--- src/rtl/ctrl_decode_pipe.sv ---
// RV32I main decoder plus a STAGES-deep control-bundle pipeline with stall/flush/valid.
// Optional illegal-instruction trap counter is enabled by defining ILLEGAL_TRAP_EN.
module ctrl_decode_pipe #(
  parameter int STAGES = 3,
  parameter int CNT_W  = 8
) (
  input  logic                  clk,
  input  logic                  reset,
  input  logic [6:0]            op,
  input  logic [2:0]            funct3,
  input  logic                  valid_d,
  input  logic                  stall,
  input  logic                  flush_e,
  output logic [2:0]            imm_src_d,
  output logic [14*STAGES-1:0]  ctrl_q,
  output logic [1:0]            alu_src_a_e,
  output logic                  alu_src_b_e,
  output logic [1:0]            alu_op_e,
  output logic                  branch_e,
  output logic                  branch_inv_e,
  output logic                  jump_e,
  output logic                  jalr_e,
  output logic                  mem_write_m,
  output logic                  reg_write_m,
  output logic                  reg_write_w,
  output logic [1:0]            result_src_w,
  output logic                  illegal_d,
  output logic                  illegal_seen,
  output logic [CNT_W-1:0]      illegal_cnt
);

  typedef struct packed {
    logic       valid;
    logic       reg_write;
    logic [1:0] result_src;
    logic       mem_write;
    logic       jump;
    logic       jalr;
    logic       branch;
    logic       branch_inv;
    logic [1:0] alu_src_a;
    logic       alu_src_b;
    logic [1:0] alu_op;
  } ctrl_t;

  ctrl_t                dec, bundle_d;
  logic [2:0]           imm_dec;
  logic                 known, live;
  ctrl_t [STAGES-1:0]   stg;

  always_comb begin
    dec     = '0;
    imm_dec = 3'b000;
    known   = 1'b1;
    unique case (op)
      7'b0000011: begin dec.reg_write = 1'b1; dec.result_src = 2'b01; dec.alu_src_b = 1'b1; end
      7'b0100011: begin dec.mem_write = 1'b1; dec.alu_src_b = 1'b1; imm_dec = 3'b001; end
      7'b0110011: begin dec.reg_write = 1'b1; dec.alu_op = 2'b10; end
      7'b0010011: begin dec.reg_write = 1'b1; dec.alu_src_b = 1'b1; dec.alu_op = 2'b10; end
      7'b1100011: begin
        // only beq (000) and bne (001) are supported
        known          = (funct3[2:1] == 2'b00);
        dec.branch     = 1'b1;
        dec.branch_inv = funct3[0];
        dec.alu_op     = 2'b01;
        imm_dec        = 3'b010;
      end
      7'b1101111: begin dec.reg_write = 1'b1; dec.result_src = 2'b10; dec.jump = 1'b1; imm_dec = 3'b011; end
      7'b1100111: begin
        known          = (funct3 == 3'b000);
        dec.reg_write  = 1'b1;
        dec.result_src = 2'b10;
        dec.jalr       = 1'b1;
        dec.alu_src_b  = 1'b1;
      end
      7'b0110111: begin dec.reg_write = 1'b1; dec.alu_src_a = 2'b01; dec.alu_src_b = 1'b1; imm_dec = 3'b100; end
      7'b0010111: begin dec.reg_write = 1'b1; dec.alu_src_a = 2'b10; dec.alu_src_b = 1'b1; imm_dec = 3'b100; end
      7'b0000000: known = 1'b1;
      default:    known = 1'b0;
    endcase
  end

  // Anything not a valid, legal, non-zero instruction collapses to the all-zero bubble.
  assign live      = valid_d & known & (op != 7'b0000000);
  assign bundle_d  = live ? {1'b1, dec[12:0]} : '0;
  assign imm_src_d = live ? imm_dec : 3'b000;

  always_ff @(posedge clk or negedge reset) begin
    if (!reset) begin
      stg <= '0;
    end else begin
      if (!stall)
        for (int k = 1; k < STAGES; k++) stg[k] <= stg[k-1];
      if (flush_e)     stg[0] <= '0;
      else if (!stall) stg[0] <= bundle_d;
    end
  end

  assign ctrl_q       = stg;
  assign alu_src_a_e  = stg[0].alu_src_a;
  assign alu_src_b_e  = stg[0].alu_src_b;
  assign alu_op_e     = stg[0].alu_op;
  assign branch_e     = stg[0].branch;
  assign branch_inv_e = stg[0].branch_inv;
  assign jump_e       = stg[0].jump;
  assign jalr_e       = stg[0].jalr;
  assign mem_write_m  = stg[1].mem_write & stg[1].valid;
  assign reg_write_m  = stg[1].reg_write & stg[1].valid;
  assign reg_write_w  = stg[STAGES-1].reg_write & stg[STAGES-1].valid;
  assign result_src_w = stg[STAGES-1].result_src;

`ifdef ILLEGAL_TRAP_EN
  logic cap;
  assign illegal_d = valid_d & ~known;
  // flushed or stalled illegal instructions are not counted
  assign cap = illegal_d & ~stall & ~flush_e;

  always_ff @(posedge clk or negedge reset) begin
    if (!reset) begin
      illegal_seen <= 1'b0;
      illegal_cnt  <= '0;
    end else if (cap) begin
      illegal_seen <= 1'b1;
      if (illegal_cnt != {CNT_W{1'b1}}) illegal_cnt <= illegal_cnt + CNT_W'(1);
    end
  end
`else
  assign illegal_d    = 1'b0;
  assign illegal_seen = 1'b0;
  assign illegal_cnt  = '0;
`endif

endmodule

--- config.mk ---
export PLATFORM = sky130hd
export DESIGN_NAME = ctrl_decode_pipe
export DESIGN_NICKNAME = d
export VERILOG_FILES = /design/src/rtl/ctrl_decode_pipe.sv
export SDC_FILE = /design/constraint.sdc
export NUM_CORES = 1
export LEC_CHECK = 0
export CORE_UTILIZATION = 25
export DETAILED_ROUTE_END_ITERATION = 6
export PLACE_DENSITY_LB_ADDON = 0.1
export SLEW_MARGIN = 20
export SYNTH_ARGS = -nofsm -noshare
export SYNTH_HDL_FRONTEND = slang
export SYNTH_SLANG_ARGS = --single-unit
--- constraint.sdc ---
create_clock -name clk -period 5.2 [get_ports clk]
set_input_delay 1.04 -clock clk [delete_from_list [all_inputs] [get_ports clk]]
set_output_delay 1.04 -clock clk [all_outputs]
set_load 0.01 [all_outputs]
* Word-level counts from Yosys, hierarchy flattened
Index checks and enable logic that the tools add are counted.
** Operators by class
- Reduce and logical (&&, ||, !) cells :: 10
- Multiplexer cells :: 15
- Bitwise logic cells :: 5
- Eq/ne operators :: 10
** Operator list (number)
- 14-bit 2-to-1 mux :: 3
- 7-bit by 6-bit equality test with 1-bit output, second input constant :: 3
- 7-bit equality test, second input constant :: 3
- 7-bit by 5-bit equality test with 1-bit output, second input constant :: 2
- 2-bit one-hot mux with 2 select lines :: 3
- 3-bit one-hot mux with 4 select lines :: 1
- 8-bit OR reduction :: 1
- 7-bit by 2-bit equality test with 1-bit output, second input constant :: 1
- 7-bit logical NOT :: 1
- 7-bit nonzero test :: 1
- 7-bit OR reduction :: 1
- 2-bit OR reduction :: 3
- 6-bit OR reduction :: 1
- 1-bit AND :: 5
- 1-bit 2-to-1 mux :: 5
- 3-bit logical NOT :: 1
- 3-bit 2-to-1 mux :: 1
- 1-bit one-hot mux with 3 select lines :: 1
- 2-bit logical NOT :: 1
- 2-bit 2-to-1 mux :: 1
- 2-bit by 1-bit inequality test with 1-bit output, second input constant :: 1
** Word-level totals
- Flip-flop bits (word level) :: 42
- Input port bits :: 15

* Logic depth before layout (Yosys ltp)
- Depth in word-level cells :: 8
- Gate-level depth with buffers :: 6
- Gate-level depth less buffers :: 4

* Least setup slack after synthesis
Ideal clock, no wire load.
- Kind :: input-to-output
- Start point :: input port op[2]
- End point :: output port imm_src_d[0]
- Stages :: 6
- Path slack :: 1.816 ns
- Data arrival time :: 2.344 ns
- Required time :: 4.160 ns
- Path through :: buf_2 > a211o_1 > or4_4 > o211ai_2 > buf_6 > a21boi_1
** On the way
- Cells in the longest elaborated chain, start to end :: 6
** RTL lines
- start, declared :: line 9 : input logic [6:0] op,
- 7-bit by 5-bit equality test with 1-bit output (tied with other cells) :: line 55 : unique case (op)
- 8-bit OR reduction (no source line)
- 1-bit one-hot mux with 3 select lines :: line 55
- 1-bit AND (2 in series) :: line 84 : assign live = valid_d & known & (op != 7'b0000000);
- 3-bit 2-to-1 mux * :: line 86 : assign imm_src_d = live ? imm_dec : 3'b000;
- end, declared :: line 14 : output logic [2:0] imm_src_d,
Every way passes the cells marked *; elsewhere a longest branch is shown, timed or not.

* Worst setup path in the final report
- Start point :: input port op[5]
- End point :: output port imm_src_d[0]
Same word-level chain as after synthesis.

==> summary.txt <==
Run status
  • Outcome: completed

Place
  • Minimum setup slack after placement: 0.743 ns
  • Dpl hpwl: between 3000 and 4000 um
  • Placed Instance Area: 2560 um^2
  • Placer Congestion: 0.709
  • Placed cells: 310
  • Port bufs: 73

Synthesis
  • Cells after Synth: 160
  • Number of synthesis warnings: 0
  • Yosys cell types: 33
  • Average instance area after synthesis: 11.9 um^2
  • Mapped Area: 1900 um^2
  • Register bit total from synthesis: 39
  • Register area share after synthesis: 0.515

Worst hold path
  • Min-Delay Path Class: flip-flop to flip-flop

STA
  • Hold Fails Final Rpt: 0
  • Max-slew violations: 0
  • Max_slew headroom: 0.404
  • TNS Setup: 0 ns
  • Fin Clk Skew: 0.00323 ns
  • Post-route setup slack: 0.758 ns
  • Slew @ Worst Pin: 0.894 ns
  • Post-layout minimum cycle time: 4.44 ns
  • Post-route clock period utilization: 0.854
  • Fmax: 0.225 GHz
  • Minimum hold slack: 0.507 ns
  • RSZ-0062 raised after global routing: false
  • Setup violators final: 0

Clock tree
  • CTS resizes: 0
  • Total CTS buffers: 5
  • Total number of H-tree levels: 2
  • Root buffer cell: clkbuf_8
  • Clock Path Buffers: 2
  • Clock slew at reported path FFs: 0.07 ns
  • Worst-Skew Late Latency: roughly 0.29 ns
  • # hold bufs at CTS: 0
  • CTS tree: yes
  • # clock sinks: 39
  • Setup bufs post-CTS: 0

Critical path
  • CP arrival: about 3.4 ns
  • Worst Setup Start Kind: input pin
  • Worst Path Required: approximately 4.2 ns
  • Crit Path Max Fanout: 11
  • CP max stage cell: clkdlybuf4s50_1
  • Crit end category: output pin
  • Critical path, cell by cell: clkdlybuf4s50_1 > nand3b_4 > or3_1 > o211ai_2 > buf_4 > a21boi_1 > clkdlybuf4s50_1
  • Setup CP Type: input pin to output pin
  • Critical Path Max Stage Delay: 0.63 ns
  • Crit path top cell by count: clkdlybuf4s50_1

Floorplanning
  • Die area: 7940 um^2
  • Starting Density: 0.260
  • Die X-Extent: just under 90 um
  • Ports: 84
  • Core area: between 7000 and 8000 um^2
  • Row count: 31
  • Die H: about 90 um

Global route
  • Via count of the first global-routing pass: 1314
  • Initial antenna violation count: 0
  • Gr usage total: 0.118
  • GRT Residual Overflow: 0
  • Pin count of the biggest net entering global routing: 42
  • First-pass GRT wire length: 6870 um

Cells and area
  • Most frequent cells in the layout: 71 x clkdlybuf4s50_1, 39 x dfrtp_1, 25 x mux2_2, 10 x conb_1, 8 x a32o_1
  • Fill count: 762
  • N_diodes: 0
  • Final Instance Area: 2670 um^2
  • Layout cells sized above 1: 0.170
  • Nets: 233
  • Most common cell after layout, fill and taps aside: clkdlybuf4s50_1
  • Layout Utilization: 0.366
  • Cell Count, Final, Fillers Out: 317
  • Synth-to-Final Area Change: 40.6%

Detailed routing
  • DRT iter0 DRCs: 31
  • Via count: 1358
  • Post-DRT Antenna Nets: 0
  • DRT Pass-1 Iters: 4
  • Routed WL: 4340 um
  • Avg WL per Cell: 13.7 um
  • Drc violations: 0
  • Vias per cell: 4.28

Pwr
  • Logic pwr share: 0.085
  • Sw Ratio: 0.224
  • LEAKAGE: 1.16 nW
  • PwrDens: 225 nW/um^2
  • Register share of total power: 0.510
  • Internal power: 0.466 mW
  • VDD IR-drop max: about 97 uV
  • Total power: between 0.6 and 0.7 mW
  • Psw: 0.134 mW
  • Clock share of power: 0.405

Run
  • Max cap viols: 0
## worst max-delay path: cells and delay by family
family                 cells  cell delay, ns
buffers and inverters      3            1.41
and+or+nand+nor            2            0.56
AOI/OAI and AO/OA          2            0.37
## per-layer routing
layer / part of all wire / routed length [um] / track usage / vias up
met2: 0.46 / 1990 / 0.185 / 49
met4: 0.021 / 93 / 0.0606 / 0
met1: 0.46 / 2000 / 0.153 / 648
met5: 0 / 0 / 0 / -
met3: 0.058 / 251 / 0.0249 / 8
li1: - / - / - / 653
## flip-flops by register name, summed over array words and instances, names as in the netlist
name / count
alu_src_a_e: 2
branch_inv_e: 1
alu_src_b_e: 1
jalr_e: 1
ctrl_q: 29
jump_e: 1
alu_op_e: 2
result_src_w: 2
## synth_stat cells (all sizes together)
cell    count  area [um^2]
a211o       1         8.76
a21boi      1         7.51
a21oi       2         10.0
a22o        2         17.5
a22oi       1         7.51
a32o        8         80.1
and2        3         18.8
and3        1         6.26
buf        30          211
clkbuf      2         7.51
conb        1         3.75
dfrtp      39          976
inv         2         7.51
mux2       25          282
nand2       7         26.3
nand2b      1         6.26
nand3       2         10.0
nand3b      3         35.0
nand4b      1         8.76
nor2        6         22.5
nor2b       3         18.8
nor3        5         25.0
nor3b       3         22.5
nor4        2         12.5
o211ai      1         12.5
o21a        2         15.0
o21ai       4         20.0
or3         1         6.26
or4         1         11.3
## path summary, 6_finish.rpt
path / start / slack [ns] / end / depth (start not counted)
max: op[5] / 0.76 / imm_src_d[0] / 7
min: ctrl_q[37] / 0.51 / ctrl_q[37] / 1
max reg2reg: alu_op_e[1] / 4.38 / ctrl_q[15] / 1
min reg2reg: ctrl_q[37] / 0.51 / ctrl_q[37] / 1
max in group asynchronous: reset / 3.77 / jump_e / 1
min in group asynchronous: reset / 0.87 / ctrl_q[29] / 1
## power groups by stage
stage | registers, mW | logic [mW] | clock network [mW]
floorplan | 0.313 | 0.0293 | 0
global placement | 0.312 | 0.0520 | 0
detailed placement | 0.312 | 0.0515 | 0
CTS | 0.306 | 0.0517 | 0.255
global route | 0.306 | 0.0569 | 0.269
finish | 0.306 | 0.0510 | 0.243
## cell families after synthesis
kind of cell / share of synthesized area
compound gates: 0.0943
buf+inv: 0.119
flops: 0.515
mux: 0.148
other cells: 0.00198
simple gates: 0.121
## final cells by class
cell class              instances  area (um^2)  share of cell area
inverters                       2         7.51             0.00282
clock buffers                   6         72.6              0.0272
well taps                      99          124              0.0465
multi-input cells              96          728               0.273
repair buffers                 74          728               0.273
flip-flops and latches         39          976               0.366
clock inverters                 1         30.0              0.0113
Power figures use the tool's default switching activity.
